$ cat src/rtl/port1_arbiter.sv
// port1_arbiter: two-master arbiter for the downstream port1 bus.
//   master 0 = CPU data, master 1 = debug master.
// Arbitration policy in FREE is selected at build time:
//   PORT1_ARB_ROUND_ROBIN_EN defined   -> round-robin on the last-granted master
//   PORT1_ARB_ROUND_ROBIN_EN undefined -> fixed priority, debug master wins
// A master holding its lock input keeps the grant for up to MAX_LOCK
// consecutive granted transfers. Read data from port1 returns one cycle
// after the accepted read and is steered back to the master that issued it.
//
// state    | meaning
// ---------+------------------------------------------------------------
// ST_FREE  | no lock held, winner chosen by the arbitration policy
// ST_LOCK0 | master 0 holds the grant; master 1 is blocked
// ST_LOCK1 | master 1 holds the grant; master 0 is blocked

module port1_arbiter #(
    parameter int unsigned MAX_LOCK = 16
) (
    input  logic        clk_i,
    input  logic        rst_i,

    input  logic        m0_req,
    input  logic        m0_we,
    input  logic [31:0] m0_addr,
    input  logic [31:0] m0_wdata,
    input  logic [3:0]  m0_be,
    input  logic        m0_lock,
    output logic        m0_ack,
    output logic        m0_resp,
    output logic [31:0] m0_rdata,

    input  logic        m1_req,
    input  logic        m1_we,
    input  logic [31:0] m1_addr,
    input  logic [31:0] m1_wdata,
    input  logic [3:0]  m1_be,
    input  logic        m1_lock,
    output logic        m1_ack,
    output logic        m1_resp,
    output logic [31:0] m1_rdata,

    output logic        port1_req,
    output logic        port1_we,
    output logic [31:0] port1_addr,
    output logic [31:0] port1_wdata,
    output logic [3:0]  port1_be,
    input  logic [31:0] port1_rdata
);

    localparam logic [7:0] MAX_LOCK_C = 8'(MAX_LOCK);

    typedef enum logic [1:0] {
        ST_FREE  = 2'd0,
        ST_LOCK0 = 2'd1,
        ST_LOCK1 = 2'd2
    } state_t;

    state_t      state, state_nxt;
    logic [7:0]  lock_cnt, lock_cnt_nxt;
    logic        last_gnt, last_gnt_nxt;
    logic        pend_rd;
    logic        pend_owner;

    logic        gnt_sel;
    logic        gnt_vld;
    logic        sel_lock;
    logic        sel_we;
    logic [7:0]  lock_cnt_inc;

    // Pick the master that owns the port this cycle.
    always_comb begin
        gnt_sel = 1'b0;
        gnt_vld = 1'b0;
        case (state)
            ST_FREE: begin
                gnt_vld = m0_req | m1_req;
`ifdef PORT1_ARB_ROUND_ROBIN_EN
                if (m0_req && m1_req) begin
                    gnt_sel = ~last_gnt;
                end else begin
                    gnt_sel = m1_req;
                end
`else
                gnt_sel = m1_req;
`endif
            end
            ST_LOCK0: begin
                gnt_sel = 1'b0;
                gnt_vld = m0_req;
            end
            ST_LOCK1: begin
                gnt_sel = 1'b1;
                gnt_vld = m1_req;
            end
            default: begin
                gnt_sel = 1'b0;
                gnt_vld = 1'b0;
            end
        endcase
    end

    assign sel_lock     = gnt_sel ? m1_lock : m0_lock;
    assign sel_we       = gnt_sel ? m1_we   : m0_we;
    assign lock_cnt_inc = lock_cnt + 8'd1;

    assign m0_ack = gnt_vld & ~gnt_sel;
    assign m1_ack = gnt_vld &  gnt_sel;

    assign port1_req   = gnt_vld;
    assign port1_we    = sel_we;
    assign port1_addr  = gnt_sel ? m1_addr  : m0_addr;
    assign port1_wdata = gnt_sel ? m1_wdata : m0_wdata;
    assign port1_be    = gnt_sel ? m1_be    : m0_be;

    // Lock state machine: enter on a locked grant, leave on unlock or budget exhausted.
    always_comb begin
        state_nxt    = state;
        lock_cnt_nxt = lock_cnt;
        last_gnt_nxt = last_gnt;
        case (state)
            ST_FREE: begin
                if (gnt_vld) begin
                    last_gnt_nxt = gnt_sel;
                    // With a budget of one, the first transfer already spends it.
                    if (sel_lock && (MAX_LOCK_C > 8'd1)) begin
                        state_nxt    = gnt_sel ? ST_LOCK1 : ST_LOCK0;
                        lock_cnt_nxt = 8'd1;
                    end
                end
            end
            ST_LOCK0, ST_LOCK1: begin
                if (gnt_vld) begin
                    last_gnt_nxt = gnt_sel;
                    if (!sel_lock || (lock_cnt_inc >= MAX_LOCK_C)) begin
                        state_nxt    = ST_FREE;
                        lock_cnt_nxt = 8'd0;
                    end else begin
                        lock_cnt_nxt = lock_cnt_inc;
                    end
                end else if (!sel_lock) begin
                    // Owner idle and no longer asking to hold the port.
                    state_nxt    = ST_FREE;
                    lock_cnt_nxt = 8'd0;
                end
            end
            default: begin
                state_nxt    = ST_FREE;
                lock_cnt_nxt = 8'd0;
            end
        endcase
    end

    // Arbitration state register.
    always_ff @(posedge clk_i or negedge rst_i) begin
        if (!rst_i) begin
            state    <= ST_FREE;
            lock_cnt <= 8'd0;
            last_gnt <= 1'b1;
        end else begin
            state    <= state_nxt;
            lock_cnt <= lock_cnt_nxt;
            last_gnt <= last_gnt_nxt;
        end
    end

    // Remember who issued an accepted read so the returning data finds its owner.
    always_ff @(posedge clk_i or negedge rst_i) begin
        if (!rst_i) begin
            pend_rd    <= 1'b0;
            pend_owner <= 1'b0;
        end else begin
            pend_rd    <= gnt_vld & ~sel_we;
            pend_owner <= gnt_sel;
        end
    end

    assign m0_resp  = pend_rd & ~pend_owner;
    assign m1_resp  = pend_rd &  pend_owner;
    assign m0_rdata = m0_resp ? port1_rdata : 32'd0;
    assign m1_rdata = m1_resp ? port1_rdata : 32'd0;

endmodule

$ cat config.mk
export PLATFORM = sky130hd
export DESIGN_NAME = port1_arbiter
export DESIGN_NICKNAME = d
export VERILOG_FILES = /design/src/rtl/port1_arbiter.sv
export SDC_FILE = /design/constraint.sdc
export NUM_CORES = 1
export LEC_CHECK = 0
export ABC_CLOCK_PERIOD_IN_PS = 2100
export BUFFER_PORTS_ARGS = -buffer_cell sky130_fd_sc_hd__buf_2
export CAP_MARGIN = 0
export CORE_AREA = 2 2 123 125
export DETAILED_ROUTE_END_ITERATION = 7
export DIE_AREA = 0 0 125 127
export HOLD_SLACK_MARGIN = 0.02
export PLACE_DENSITY = 0.56
export SLEW_MARGIN = 20
export SYNTH_ARGS = -nofsm -noshare
export SYNTH_HDL_FRONTEND = slang
export SYNTH_SLANG_ARGS = --single-unit
$ cat constraint.sdc
create_clock -name clk_i -period 2.1 [get_ports clk_i]
set_clock_uncertainty 0.1 [all_clocks]
set_input_delay 0.105 -clock clk_i [delete_from_list [all_inputs] [get_ports clk_i]]
set_output_delay 0.105 -clock clk_i [all_outputs]
set_load 0.01 [all_outputs]
[After elaboration in Yosys (flattened, before gate mapping)]
Index checks and enable logic that the tools add are counted.
Cells by class
  $add $sub $neg: 1
  magnitude comparators: 1
  equality and inequality tests: 6
  muxes and demuxes: 22
  bitwise gates (word level): 9
  reductions and logical operators: 6
Operators with widths (number)
  $mux W32: 4
  $mux W8: 5
  $pmux W8 S2: 1
  $mux W2: 6
  $add A8 B1 Y8 const B: 1
  $ge A8 B5 Y1 const B: 1
  $ne A3 B3 Y1 const B: 2
  $and A1 B1 Y1: 5
  $mux W4: 1
  $ne A2 B2 Y1 const B: 2
  $pmux W2 S2: 1
  $reduce_and A4 Y1: 1
  $not A1 Y1: 3
  $pmux W1 S3: 1
  $reduce_and A3 Y1: 1
  $eq A2 B1 Y1 const B: 1
  $eq A2 B2 Y1 const B: 1
  $logic_not A2 Y1: 1
  $mux W1: 2
  $pmux W1 S2: 1
  $reduce_or A2 Y1: 1
  $logic_not A1 Y1: 1
  $logic_or A1 B1 Y1: 1
  $or A1 B1 Y1: 1
Storage, ports and cells
  bits in registers: 12
  input bits: 176
  output and inout port bits: 138
  word-level logic and storage cells: 49

[Depth between registers and ports, before layout]
Gate-level depths: netlist of the first run.
  depth in word-level cells: 8
  gate-level depth with buffers: 8
  mapped depth without buffers: 8

[Worst setup path after synthesis of the first run]
No wires, ideal clock.
  path kind: reg2reg
  start point: reg state[0]
  end point: reg lock_cnt[2]
  setup time: 0.118 ns
  arrival: 1.805 ns
  required time: 1.882 ns
  slack: 0.077 ns
  stages on the path, launching flop included: 9
  buffers on the path: 0
  clock period less this slack: 2.023 ns
  path through: dfrtp_1 > inv_1 > ha_1 > a21oi_2 > inv_2 > mux2i_1 > o22a_2 > o21bai_1 > a21o_1
Between the ends
  longest elaborated chain between the ends: 8
  elaborated cells on any way between the ends: 16
  those cells by class: eq/ne (5); mux (6); reduce/logical (5)
Ends and longest elaborated chain
  start: declaration: RTL line 58  | state_t state, state_nxt;
  start signal: assignment: RTL line 160  | state <= state_nxt;
  $eq A2 B2 Y1 or $logic_not A2 Y1 (tied branches): RTL line 74, 120
  $pmux W1 S2: RTL line 74  | case (state)
  $mux W1: RTL line 102  | assign sel_lock = gnt_sel ? m1_lock : m0_lock;
  $logic_not A1 Y1
  $logic_or A1 B1 Y1: RTL line 134  | if (!sel_lock || (lock_cnt_inc >= MAX_LOCK_C)) begin
  $mux W8: RTL line 134
  $mux W8: RTL line 132  | if (gnt_vld) begin
  $pmux W8 S2: RTL line 120  | case (state)
  end signal: assignment: RTL line 161  | lock_cnt <= lock_cnt_nxt;
  end: declaration: RTL line 59  | logic [7:0] lock_cnt, lock_cnt_nxt;
Parallel ways exist; a longest one is shown, timed or not.
A chain may end at the register's enable or synchronous reset.

[Worst setup path after layout of the first run]
Ends and elaborated chain as after synthesis.

==> results of run 1 <==
==> metrics by stage <==
step	total power, mW	util [%]	TNS [ns]
floorplan	2.489	-	0
global placement	4.170	26.29	0
detailed placement	4.167	26.29	0
CTS	4.657	27.15	-0.004074
global route	5.478	28.28	-0.4522
finish	5.020	28.28	0
==> per-layer routing <==
metal	global-route usage, %	vias up	wire length (microns)
met3	1.968	6	844
met1	14.58	1489	4621
met4	1.830	0	65
li1	-	1760	-
met5	0	-	0
met2	24.14	188	5967
==> final timing paths <==
path,slack (ns),end,cells past startpoint
worst max register to register,0.06,lock_cnt[2],8
max in group asynchronous,1.49,state[1],2
worst min register to register,0.42,lock_cnt[6],1
min in group asynchronous,0.18,pend_rd,2
worst min-delay path,0.09,pend_rd,4
worst max-delay path,0.06,lock_cnt[2],8
==> final cells by class <==
type                       count  area, sq um  share of cell area [%]
clock buffer                   3        75.07                   1.840
inverter                       5        21.27                  0.5215
multi-input combinational    321         1607                   39.39
sequential                    12        300.3                   7.362
tap                          184        230.2                   5.644
timing repair buffer         335         1846                   45.25
==> power breakdown <==
| part | internal, mW | switching (mW) | total, mW | leakage [nW] |
|---|---|---|---|---|
| Clock | 0.247 | 0.0902 | 0.337 | 0.0370 |
| Combinational | 1.90 | 2.46 | 4.36 | 2.59 |
| Sequential | 0.285 | 0.0348 | 0.320 | 0.159 |
| Total | 2.44 | 2.58 | 5.02 | 2.79 |
==> state kept, by name, summed over array words and instances (netlist names) <==
signal / flops
lock_cnt: 8
pend_owner: 1
pend_rd: 1
state: 2
==> logic make-up (layout without fill, tap and decap cells) <==
kind of cell,Yosys count,after routing,share of synthesized area [%]
compound gates,15,15,5.776
fa+ha+maj,5,5,3.209
buf+inv,28,343,5.391
flops,12,12,15.40
mux,5,5,2.567
simple gates,296,296,67.65
==> tightest hold or removal path, stage by stage <==
cell and delay [ns]:
buf_2 0.07, nand2_1 0.05, nand2_2 0.10, nor2_1 0.05
==> timing repair <==
action,in CTS,in global routing
buffers inserted,0,4
hold buffers,1,0
gates resized for setup,2,14
pin swaps,0,2
hold endpoints to repair,12,0
cloned,1,3
setup endpoints to repair,15,67
==> cell usage after synthesis (2+ instances only) <==
master    number
a21o_1         2
and2_1        37
and3_1        32
clkbuf_1      23
dfrtp_1       12
ha_1           5
inv_1          4
mux2i_1        5
nand2_1      213
nand4_1        2
nor2_1         6
o21ai_0        3
o21ai_1        2
==> results.md, run 1 <==
| Quantity | This run |
| --- | --- |
| Warning count from the yosys run | 0 |
| Global-route wire length before repair | 15860 microns |
| Leading cell type in the layout, fill and taps excluded | buf_2 |
| Required time of the critical path | 2.13 ns |
| CTS tree | built |
| Final Slew Violations | 0 |
| Number of nets still failing antenna checks after routing | 0 |
| Launching element type of the critical path | flip-flop |
| Post-detailed-route DRC marker count | 0 |
| Worst setup margin | 0.05963 ns |
| Placeable core region | 14420 sq um |
| Pre-antenna DRT Iters | 4 |
| Worst hold path type | input port to flip-flop |
| Kind of critical path | flip-flop to flip-flop |
| Timing-limited maximum frequency | 0.4901 GHz |
| Final Net Count | 859 |
| Die Width | 125 microns |
| GRT Overall Usage | 12.41% |
| Critical path buffer and inverter count | 2 |
| Hold WS | 0.08538 ns |
| Crit path launch | state[0] |
| Area overhead of the layout relative to synthesis | 109.2% |
| Leading cell types in the layout, fill and taps excluded | buf_2, nand2_1, and2_1 |
| Effective utilization at floorplan | 13.51% |
| Register bit total from synthesis | 12 |
| RSZ-0062 raised after global routing | true |
| Maximum number of pins on one net before global-route repair | 46 |
| Critical Path End Type | flip-flop |
| Routed wire per std cell | 13.37 microns |
| Vias/cell | 4.003 |
| Num ports | 314 |
| Count of endpoints failing hold in the final timing report | 0 |
| Die Footprint | 15880 sq um |
| Final wirelength | 11500 microns |
| Total number of placement rows | 44 |
| Layout cells sized above 1 | 51.92% |
| Number of antenna violations at the first check in global routing | 1 |
| Clk Tree Root Cell | clkbuf_16 |
| Post-place setup slack | 0.02079 ns |
| Slew at the pin closest to its max-slew limit | 0.3407 ns |
| Part of the Yosys area used for sequential elements | 15.40% |
| Maximum vdd ir drop | 456.4 uV |
| Worst slew slack as a fraction of its limit | 77.05% |
| Post-Syn Area | 1949 sq um |
| # placed instances | 848 |
| Setup Viol. Count Final | 0 |
| Highest cell delay on the worst timing path | 0.36 ns |
| Congestion Overflow GR | 0 |
| Dominant register cell in the synthesized netlist | dfrtp_1 |
| Leading area contributor after synthesis | nand2_1 |
| Startpoint of the lowest-slack hold path | m0_we |
| Routability Congestion | 0.7843 |
| Critical Path Slowest Stage Cell | dfrtp_1 |
| Worst-path maximum fanout | 7 |
| Ordered cell list for the critical path | inv_1 > ha_2 > a21oi_4 > inv_4 > mux2i_2 > o22a_4 > o21bai_1 > a21o_1 |
| Per-instance average area after synthesis | 5.400 sq um |
| Number of enable-type register cells in the synthesized netlist | 0 |
| Overall die height | 127 microns |
| Number of filler instances in the final layout | 1635 |
| Finished Layout Cells | 860 |
| Detailed-placement wirelength estimate | 9256 microns |
| Status | completed |
| Power per standard cell area | 1231 nW/um^2 |
| Async S/R FF share, synth | 100.0% |
| Finished Cell Area | 4079 sq um |
| Post-synth top area share | 41.01% |
| Detailed-route via count | 3443 |
| CTS HTree Levels | 1 |
| Number of clock sinks seen by CTS | 12 |
| Number of global-route vias before repair | 3026 |
| Num CTS Buffers | 3 |
| Post-route fraction of the period consumed by the critical path | 97.16% |
| Worst flop-to-flop path startpoint | state[0] |
| Tmin final | 2.040 ns |
| Kind of cell with the highest combined delay on the critical path | compound AO/OA/AOI/OAI gates |
| Synthesized instance count | 361 |
| Antenna diode instance count | 0 |
| Leakage Power | 2.788 nW |
| Synth area leaders | nand2_1, dfrtp_1, and2_1, and3_1, clkbuf_1 |
| Count of input and output buffers | 313 |
| Clock slew at reported path FFs | 0.04 ns |
| Number of unique standard cell types used by synthesis | 28 |
| Dpl cell area | 3792 sq um |
| Source-to-sink clock delay at the later pin of the worst-skew pair | 0.24 ns |
| Arr. time, crit path | 2.07 ns |
| Buffer levels on the longest clock path | 2 |
| Drt first-iter violations | 124 |
| Nets in the synthesized netlist | 542 |
| MaxCap Viol Count | 0 |
(Power assumes the default switching activity.)
==> inputs of run 2 (changes only) <==
--- a/config.mk
+++ b/config.mk
@@ -5,14 +5,16 @@
 export SDC_FILE = /design/constraint.sdc
 export NUM_CORES = 1
 export LEC_CHECK = 0
+export ABC_AREA = 1
 export ABC_CLOCK_PERIOD_IN_PS = 2100
 export BUFFER_PORTS_ARGS = -buffer_cell sky130_fd_sc_hd__buf_2
 export CAP_MARGIN = 0
-export CORE_AREA = 2 2 123 125
+export CORE_AREA = 2 2 121 123
 export DETAILED_ROUTE_END_ITERATION = 7
-export DIE_AREA = 0 0 125 127
+export DIE_AREA = 0 0 123 125
+export GPL_ROUTABILITY_DRIVEN = 0
 export HOLD_SLACK_MARGIN = 0.02
-export PLACE_DENSITY = 0.56
+export PLACE_DENSITY = 0.57
 export SLEW_MARGIN = 20
 export SYNTH_ARGS = -nofsm -noshare
 export SYNTH_HDL_FRONTEND = slang
==> run 2 against run 1 <==
  * Sequential share of layout area is 0.33 points higher
  * Final cell count up 5.2%
  * Register-to-register slack improved by 0.21 ns
  * Wire length down 2.7%
  * Fmax up 1.6%
==> results.md, run 2 <==
| Quantity | This run | Change |
| --- | --- | --- |
| Clk Tree Root Cell | clkbuf_16 | unchanged |
| Warning count from the yosys run | 0 | unchanged |
| Max FFs per register | 8 | unchanged |
| Post-Syn Area | 1972 sq um | was 1949 sq um |
| Launching element type of the critical path | flip-flop | unchanged |
| Number of antenna violations at the first check in global routing | 1 | unchanged |
| Synth area leaders | nand2_1, dfrtp_1, nor2_1, inv_1, buf_2 | was nand2_1, dfrtp_1, and2_1, and3_1, clkbuf_1 |
| Ordered cell list for the critical path | inv_1 > ha_1 > nand2_2 > nand2_2 > buf_4 > nand2_1 > nand2_1 > buf_2 | was inv_1 > ha_2 > a21oi_4 > inv_4 > mux2i_2 > o22a_4 > o21bai_1 > a21o_1 |
| Clock slew at reported path FFs | 0.04 ns | about the same |
| Crit path launch | state[0] | unchanged |
| Async S/R FF share, synth | 100.0% | unchanged |
| Tmin final | 2.009 ns | was 2.040 ns |
| Required time of the critical path | 1.89 ns | was 2.13 ns |
| GRT Overall Usage | 11.86% | was 12.41% |
| Number of global-route vias before repair | 2930 | was 3026 |
| Num ports | 314 | unchanged |
| Number of cell instances on the worst register-to-register path | 11 | was 8 |
| Combinational family with the most area after synthesis | simple AND/OR/NAND/NOR gates | unchanged |
| Number of nets still failing antenna checks after routing | 0 | unchanged |
| Maximum vdd ir drop | 538.4 uV | was 456.4 uV |
| Final Net Count | 903 | was 859 |
| Worst slew slack as a fraction of its limit | 37.65% | was 77.05% |
| Slew at the pin closest to its max-slew limit | 0.9343 ns | was 0.3407 ns |
| Share of the synthesized netlist area taken by xor and xnor gates | 0.8883% | was 0% |
| Part of the Yosys area used for sequential elements | 15.23% | was 15.40% |
| Synthesized-area fraction occupied by adder cells | 3.173% | was 3.209% |
| Nets in the synthesized netlist | 597 | was 542 |
| Leading cell types in the layout, fill and taps excluded | buf_2, nand2_1, nor2_1 | was buf_2, nand2_1, and2_1 |
| Power per standard cell area | 1099 nW/um^2 | was 1231 nW/um^2 |
| Compound-gate portion of the synthesized area | 2.157% | was 5.777% |
| Final Slew Violations | 0 | unchanged |
| Vias/cell | 3.769 | was 4.003 |
| Post-place setup slack | 0.2160 ns | was 0.02079 ns |
| Critical Path End Type | output pin | was flip-flop |
| Congestion Overflow GR | 0 | unchanged |
| Detailed-route via count | 3411 | was 3443 |
| Register bit total from synthesis | 12 | unchanged |
| Buffer levels on the longest clock path | 2 | unchanged |
| Number of enable-type register cells in the synthesized netlist | 0 | unchanged |
| Largest registers in the final layout | lock_cnt x8, state x2 | unchanged |
| Setup Viol. Count Final | 0 | unchanged |
| Number of unique standard cell types used by synthesis | 21 | was 28 |
| Worst-path maximum fanout | 21 | was 7 |
| Count of endpoints failing hold in the final timing report | 0 | unchanged |
| Most numerous cell in the Yosys netlist | nand2_1 | unchanged |
| Worst hold path type | input port to flip-flop | unchanged |
| Multiplexer area fraction after synthesis | 0% | was 2.567% |
| Utilization after layout | 27.49% | was 28.28% |
| Post-route fraction of the period consumed by the critical path | 95.67% | was 97.16% |
| Finished Cell Area | 3905 sq um | was 4079 sq um |
| Overall die height | 125 microns | was 127 microns |
| Cell types with the highest counts after synthesis | nand2_1, nor2_1, inv_1, buf_2, dfrtp_1 | was nand2_1, and2_1, and3_1, clkbuf_1, dfrtp_1 |
| Per-instance average area after synthesis | 4.740 sq um | was 5.400 sq um |
| Placeable core region | 14200 sq um | was 14420 sq um |
| Die Footprint | 15380 sq um | was 15880 sq um |
| Critical Path Slowest Stage Cell | dfrtp_1 | unchanged |
| Highest cell delay on the worst timing path | 0.41 ns | was 0.36 ns |
| Dominant register cell in the synthesized netlist | dfrtp_1 | unchanged |
| Worst flop-to-flop path startpoint | state[0] | unchanged |
| Antenna diode instance count | 0 | unchanged |
| Effective utilization at floorplan | 13.88% | was 13.51% |
| Num CTS Buffers | 3 | unchanged |
| MaxCap Viol Count | 0 | unchanged |
| Leading area contributor after synthesis | nand2_1 | unchanged |
| Source-to-sink clock delay at the later pin of the worst-skew pair | 0.24 ns | about the same |
| Worst setup margin | 0.09100 ns | was 0.05963 ns |
| Capturing instance or port of the critical path | port1_wdata[30] | was lock_cnt[2] |
| Synthesized instance count | 416 | was 361 |
| Global-route wire length before repair | 14590 microns | was 15860 microns |
| RSZ-0062 raised after global routing | true | unchanged |
| Detailed-placement wirelength estimate | 8714 microns | was 9256 microns |
| CTS HTree Levels | 1 | unchanged |
| Pre-antenna DRT Iters | 4 | unchanged |
| Dpl cell area | 3721 sq um | was 3792 sq um |
| Kind of critical path | flip-flop to output pin | was flip-flop to flip-flop |
| Status | completed | unchanged |
| Leakage Power | 2.752 nW | was 2.788 nW |
| Die Width | 123 microns | was 125 microns |
| Simple-gate portion of the synthesized area | 64.47% | was 67.65% |
| Timing-limited maximum frequency | 0.4978 GHz | was 0.4901 GHz |
| CTS tree | built | unchanged |
| Final wirelength | 11190 microns | was 11500 microns |
| Setup slack of the worst register-to-register path | 0.27 ns | was 0.06 ns |
| Area overhead of the layout relative to synthesis | 98.03% | was 109.2% |
| Leading cell type in the layout, fill and taps excluded | buf_2 | unchanged |
| Layout cells sized above 1 | 47.30% | was 51.92% |
| Drt first-iter violations | 95 | was 124 |
| Routed wire per std cell | 12.36 microns | was 13.37 microns |
| Post-synth top area share | 43.21% | was 41.01% |
| Arr. time, crit path | 1.80 ns | was 2.07 ns |
| Count of input and output buffers | 313 | unchanged |
| Maximum number of pins on one net before global-route repair | 72 | was 46 |
| Post-detailed-route DRC marker count | 0 | unchanged |
| Total number of placement rows | 44 | unchanged |
| FF-to-FF End | state[1] | was lock_cnt[2] |
| Reg with most FFs | lock_cnt | unchanged |
| Number of clock sinks seen by CTS | 12 | unchanged |
==> run 2: worst max-delay path, delay by kind of cell, from the launching register on <==
family	cells	cell delay, ns
buffers and inverters	3	0.53
DFF	1	0.41
adders and majority gates	1	0.19
and+or+nand+nor	4	0.44
==> run 2: what timing repair did <==
action | in CTS | in global routing
gates cloned | 0 | 3
buffers inserted | 0 | 0
resized for setup | 1 | 6
hold buffers | 1 | 0
hold endpoints to repair | 12 | 0
setup endpoints to repair | 9 | 60
pin swaps | 0 | 0
==> run 2: stage by stage <==
stage          hold WS (ns)  cells  setup TNS [ns]  total power [mW]
5_1_grt             0.07381    905        -0.08692             4.746
4_1_cts             0.02336    902               0             4.109
6_report            0.02795    905               0             4.291
3_5_place_dp       -0.08904    897               0             3.692
2_1_floorplan       -0.2906    416               0             2.328
3_3_place_gp       -0.09296    897               0             3.695
==> run 2: cell families after synthesis <==
family / after synthesis
XOR/XNOR: 2
adder cells (fa/ha/maj): 5
flip-flops: 12
buffers and inverters: 69
AND/OR/NAND/NOR: 321
AO/OA/AOI/OAI: 7
==> run 2: how the worst min path moves through the flow <==
stage | start | endpoint | slack, ns | cells past startpoint
detailed placement | rst_i | lock_cnt[0] | -0.09 | 1
global placement | rst_i | pend_rd | -0.09 | 1
finish | m0_we | pend_rd | 0.03 | 4
floorplan | rst_i | lock_cnt[0] | -0.29 | 0
global route | m0_we | pend_rd | 0.07 | 4
CTS | m0_we | pend_rd | 0.02 | 4
==> run 2: layer usage <==
layer  GRT usage, %  routed length, microns  vias up
met3          1.688                     951        7
met1          13.65                    4439     1396
li1               -                       -     1811
met4          1.270                      44        2
met2          23.33                    5739      195
met5              0                      13        -
==> run 2: area by class of cell <==
class	instances	area [sq um]
clock buffer	4	88.84
inverter	48	182.7
multi-input combinational	335	1396
tap	184	230.2
sequential	12	300.3
timing repair buffer	322	1707
fill	1676	10300
==> run 2: power by group <==
group          leakage (nW)  internal (mW)  switching (mW)  total (mW)
registers             0.160          0.289          0.0525       0.341
logic                  2.55           1.35            2.22        3.56
clock network        0.0442          0.287          0.0985       0.386
total                  2.75           1.92            2.37        4.29
==> inputs of run 3 (changes only) <==
--- a/config.mk
+++ b/config.mk
@@ -14,6 +14,7 @@
 export DIE_AREA = 0 0 123 125
 export GPL_ROUTABILITY_DRIVEN = 0
 export HOLD_SLACK_MARGIN = 0.02
+export MAX_ROUTING_LAYER = met4
 export PLACE_DENSITY = 0.57
 export SLEW_MARGIN = 20
 export SYNTH_ARGS = -nofsm -noshare
==> run 3 against run 2 <==
  * Via count rose by 0.44%
  * Sequential share of layout area about the same
  * Die area stayed put
  * First-iteration DRC count shrank 5.3%
  * Setup slack improved by 0.0056 ns
  * Critical path depth unchanged
  * Clock power barely moved
  * Sequential power hardly changed
  * Largest power group unchanged
  * Combinational power hardly changed
  * Wire length fell by 0.29%
==> results.md, run 3 (synthesis gave the netlist of run 2 again) <==
| Quantity | This run | Change |
| --- | --- | --- |
| Status | completed | unchanged |
| Critical path buffer and inverter count | 3 | unchanged |
| Die Width | 123 microns | unchanged |
| Max FFs per register | 8 | unchanged |
| Share of total power in sequential cells | 7.9% | about the same |
| Setup slack of the worst register-to-register path | 0.27 ns | about the same |
| Leading cell types in the layout, fill and taps excluded | buf_2, nand2_1, nor2_1 | unchanged |
| MaxCap Viol Count | 0 | unchanged |
| Number of clock sinks seen by CTS | 12 | unchanged |
| Post-route fraction of the period consumed by the critical path | 95.40% | was 95.67% |
| Combinational share of power | 83.0% | was 83.1% |
| Finished Cell Area | 3908 sq um | was 3905 sq um |
| Ordered cell list for the critical path | inv_1 > ha_1 > nand2_2 > nand2_2 > buf_4 > nand2_1 > nand2_1 > buf_2 | unchanged |
| Source-to-sink clock delay at the later pin of the worst-skew pair | 0.24 ns | about the same |
| Final Net Count | 903 | unchanged |
| Number of antenna violations at the first check in global routing | 1 | unchanged |
| Maximum number of pins on one net before global-route repair | 72 | unchanged |
| Setup Viol. Count Final | 0 | unchanged |
| Num ports | 314 | unchanged |
| Worst-path maximum fanout | 21 | unchanged |
| Share of power burned in the clock network | 9.0% | about the same |
| Worst setup margin | 0.09665 ns | was 0.09100 ns |
| Detailed-route via count | 3426 | was 3411 |
| Largest registers in the final layout | lock_cnt x8, state x2 | unchanged |
| Count of endpoints failing hold in the final timing report | 0 | unchanged |
| Kind of cell with the highest combined delay on the critical path | buffers and inverters | unchanged |
| Sw Pwr | 2.368 mW | was 2.369 mW |
| Clock slew at reported path FFs | 0.04 ns | about the same |
| Final Slew Violations | 0 | unchanged |
| GRT Overall Usage | 12.21% | was 11.86% |
| Vias/cell | 3.781 | was 3.769 |
| Total number of placement rows | 44 | unchanged |
| Overall die height | 125 microns | unchanged |
| Sw frac | 55.20% | was 55.21% |
| Number of nets still failing antenna checks after routing | 0 | unchanged |
| Die Footprint | 15380 sq um | unchanged |
| Routed wire per std cell | 12.31 microns | was 12.36 microns |
| Critical Path End Type | output pin | unchanged |
| Pre-antenna DRT Iters | 4 | unchanged |
| Arr. time, crit path | 1.80 ns | about the same |
| Clk Tree Root Cell | clkbuf_16 | unchanged |
| Drt first-iter violations | 90 | was 95 |
| Capturing instance or port of the critical path | port1_wdata[30] | unchanged |
| Dpl cell area | 3721 sq um | unchanged |
| Instance count on the critical path | 8 | unchanged |
| Area overhead of the layout relative to synthesis | 98.16% | was 98.03% |
| Kind of critical path | flip-flop to output pin | unchanged |
| Number of cell instances on the worst register-to-register path | 11 | unchanged |
| Highest cell delay on the worst timing path | 0.41 ns | about the same |
| CTS HTree Levels | 1 | unchanged |
| Global-route wire length before repair | 14570 microns | was 14590 microns |
| Congestion Overflow GR | 0 | unchanged |
| Critical Path Slowest Stage Cell | dfrtp_1 | unchanged |
| Count of input and output buffers | 313 | unchanged |
| Leakage Power | 2.752 nW | about the same |
| Maximum vdd ir drop | 540.0 uV | was 538.4 uV |
| Post-place setup slack | 0.2160 ns | unchanged |
| Layout cells sized above 1 | 47.30% | unchanged |
| Final wirelength | 11160 microns | was 11190 microns |
| Accumulated negative setup slack | 0 ns | unchanged |
| Required time of the critical path | 1.89 ns | about the same |
| CTS tree | built | unchanged |
| Num CTS Buffers | 3 | unchanged |
| Slew at the pin closest to its max-slew limit | 0.9234 ns | was 0.9343 ns |
| Post-detailed-route DRC marker count | 0 | unchanged |
| Startpoint of the lowest-slack hold path | m0_we | unchanged |
| Placeable core region | 14200 sq um | unchanged |
| Buffer levels on the longest clock path | 2 | unchanged |
| Detailed-placement wirelength estimate | 8714 microns | unchanged |
| RSZ-0062 raised after global routing | true | unchanged |
| Effective utilization at floorplan | 13.88% | unchanged |
| Internal power | 1.922 mW | about the same |
| Launching element type of the critical path | flip-flop | unchanged |
| Number of global-route vias before repair | 2933 | was 2930 |
| Worst slew slack as a fraction of its limit | 38.37% | was 37.65% |
| Power per standard cell area | 1098 nW/um^2 | was 1099 nW/um^2 |
| FF-to-FF End | state[1] | unchanged |
| Tmin final | 2.003 ns | was 2.009 ns |
| Worst flop-to-flop path startpoint | state[0] | unchanged |
| Leading cell type in the layout, fill and taps excluded | buf_2 | unchanged |
| Reg with most FFs | lock_cnt | unchanged |
| Crit path launch | state[0] | unchanged |
| Worst hold path type | input port to flip-flop | unchanged |
| Timing-limited maximum frequency | 0.4992 GHz | was 0.4978 GHz |
## run 3: changes by cell type in the layout (fill, tap and decap cells not counted), sizes merged
cell   change
diode      +1
## run 3: metal layers
| metal | track usage (%) | routed length (microns) |
|---|---|---|
| met5 | - | 0 |
| met4 | 1.270 | 41 |
| met3 | 1.186 | 907 |
| met2 | 23.33 | 5725 |
| met1 | 13.96 | 4481 |
## run 3: stage by stage
stage | std cells | util, % | hold slack [ns] | power (mW)
finish | 906 | 27.51 | 0.02783 | 4.291
global route | 906 | 27.51 | 0.07381 | 4.746
CTS | 902 | 26.92 | 0.02336 | 4.109
detailed placement | 897 | 26.20 | -0.08904 | 3.692
global placement | 897 | 26.20 | -0.09296 | 3.695
floorplan | 416 | - | -0.2906 | 2.328
## run 3: timing repair
action,CTS,global route
hold endpoints to repair,12,0
gates cloned,0,3
setup buffers,0,0
gates resized for setup,1,6
endpoints found under the setup margin,9,60
hold buffers,1,0
## run 3: tightest hold or removal path: stages
cell,delay (ns)
buf_2,0.07
nand2_1,0.04
nand2_1,0.06
nor2_1,0.04
## run 3: final cells by class
cell class | count | area [sq um]
clock buffer | 4 | 88.84
timing repair buffer | 322 | 1707
multi-input combinational | 335 | 1396
antenna | 1 | 2.502
sequential | 12 | 300.3
inverter | 48 | 182.7
tap | 184 | 230.2
fill | 1676 | 10300
## run 3: power groups by stage
stage                     clock, mW  combinational [mW]  sequential [mW]
final                         0.387                3.56            0.341
after CTS                     0.394                3.37            0.340
after detailed placement          0                3.35            0.342
after global placement            0                3.36            0.340
after global routing          0.410                3.99            0.349
after floorplan                   0                2.00            0.330
## run 3: worst min path at each step
stage / to / slack [ns] / cells past startpoint
after detailed placement: lock_cnt[0] / -0.09 / 1
after global routing: pend_rd / 0.07 / 4
after global placement: pend_rd / -0.09 / 1
after CTS: pend_rd / 0.02 / 4
after floorplan: lock_cnt[0] / -0.29 / 0
final: pend_rd / 0.03 / 4
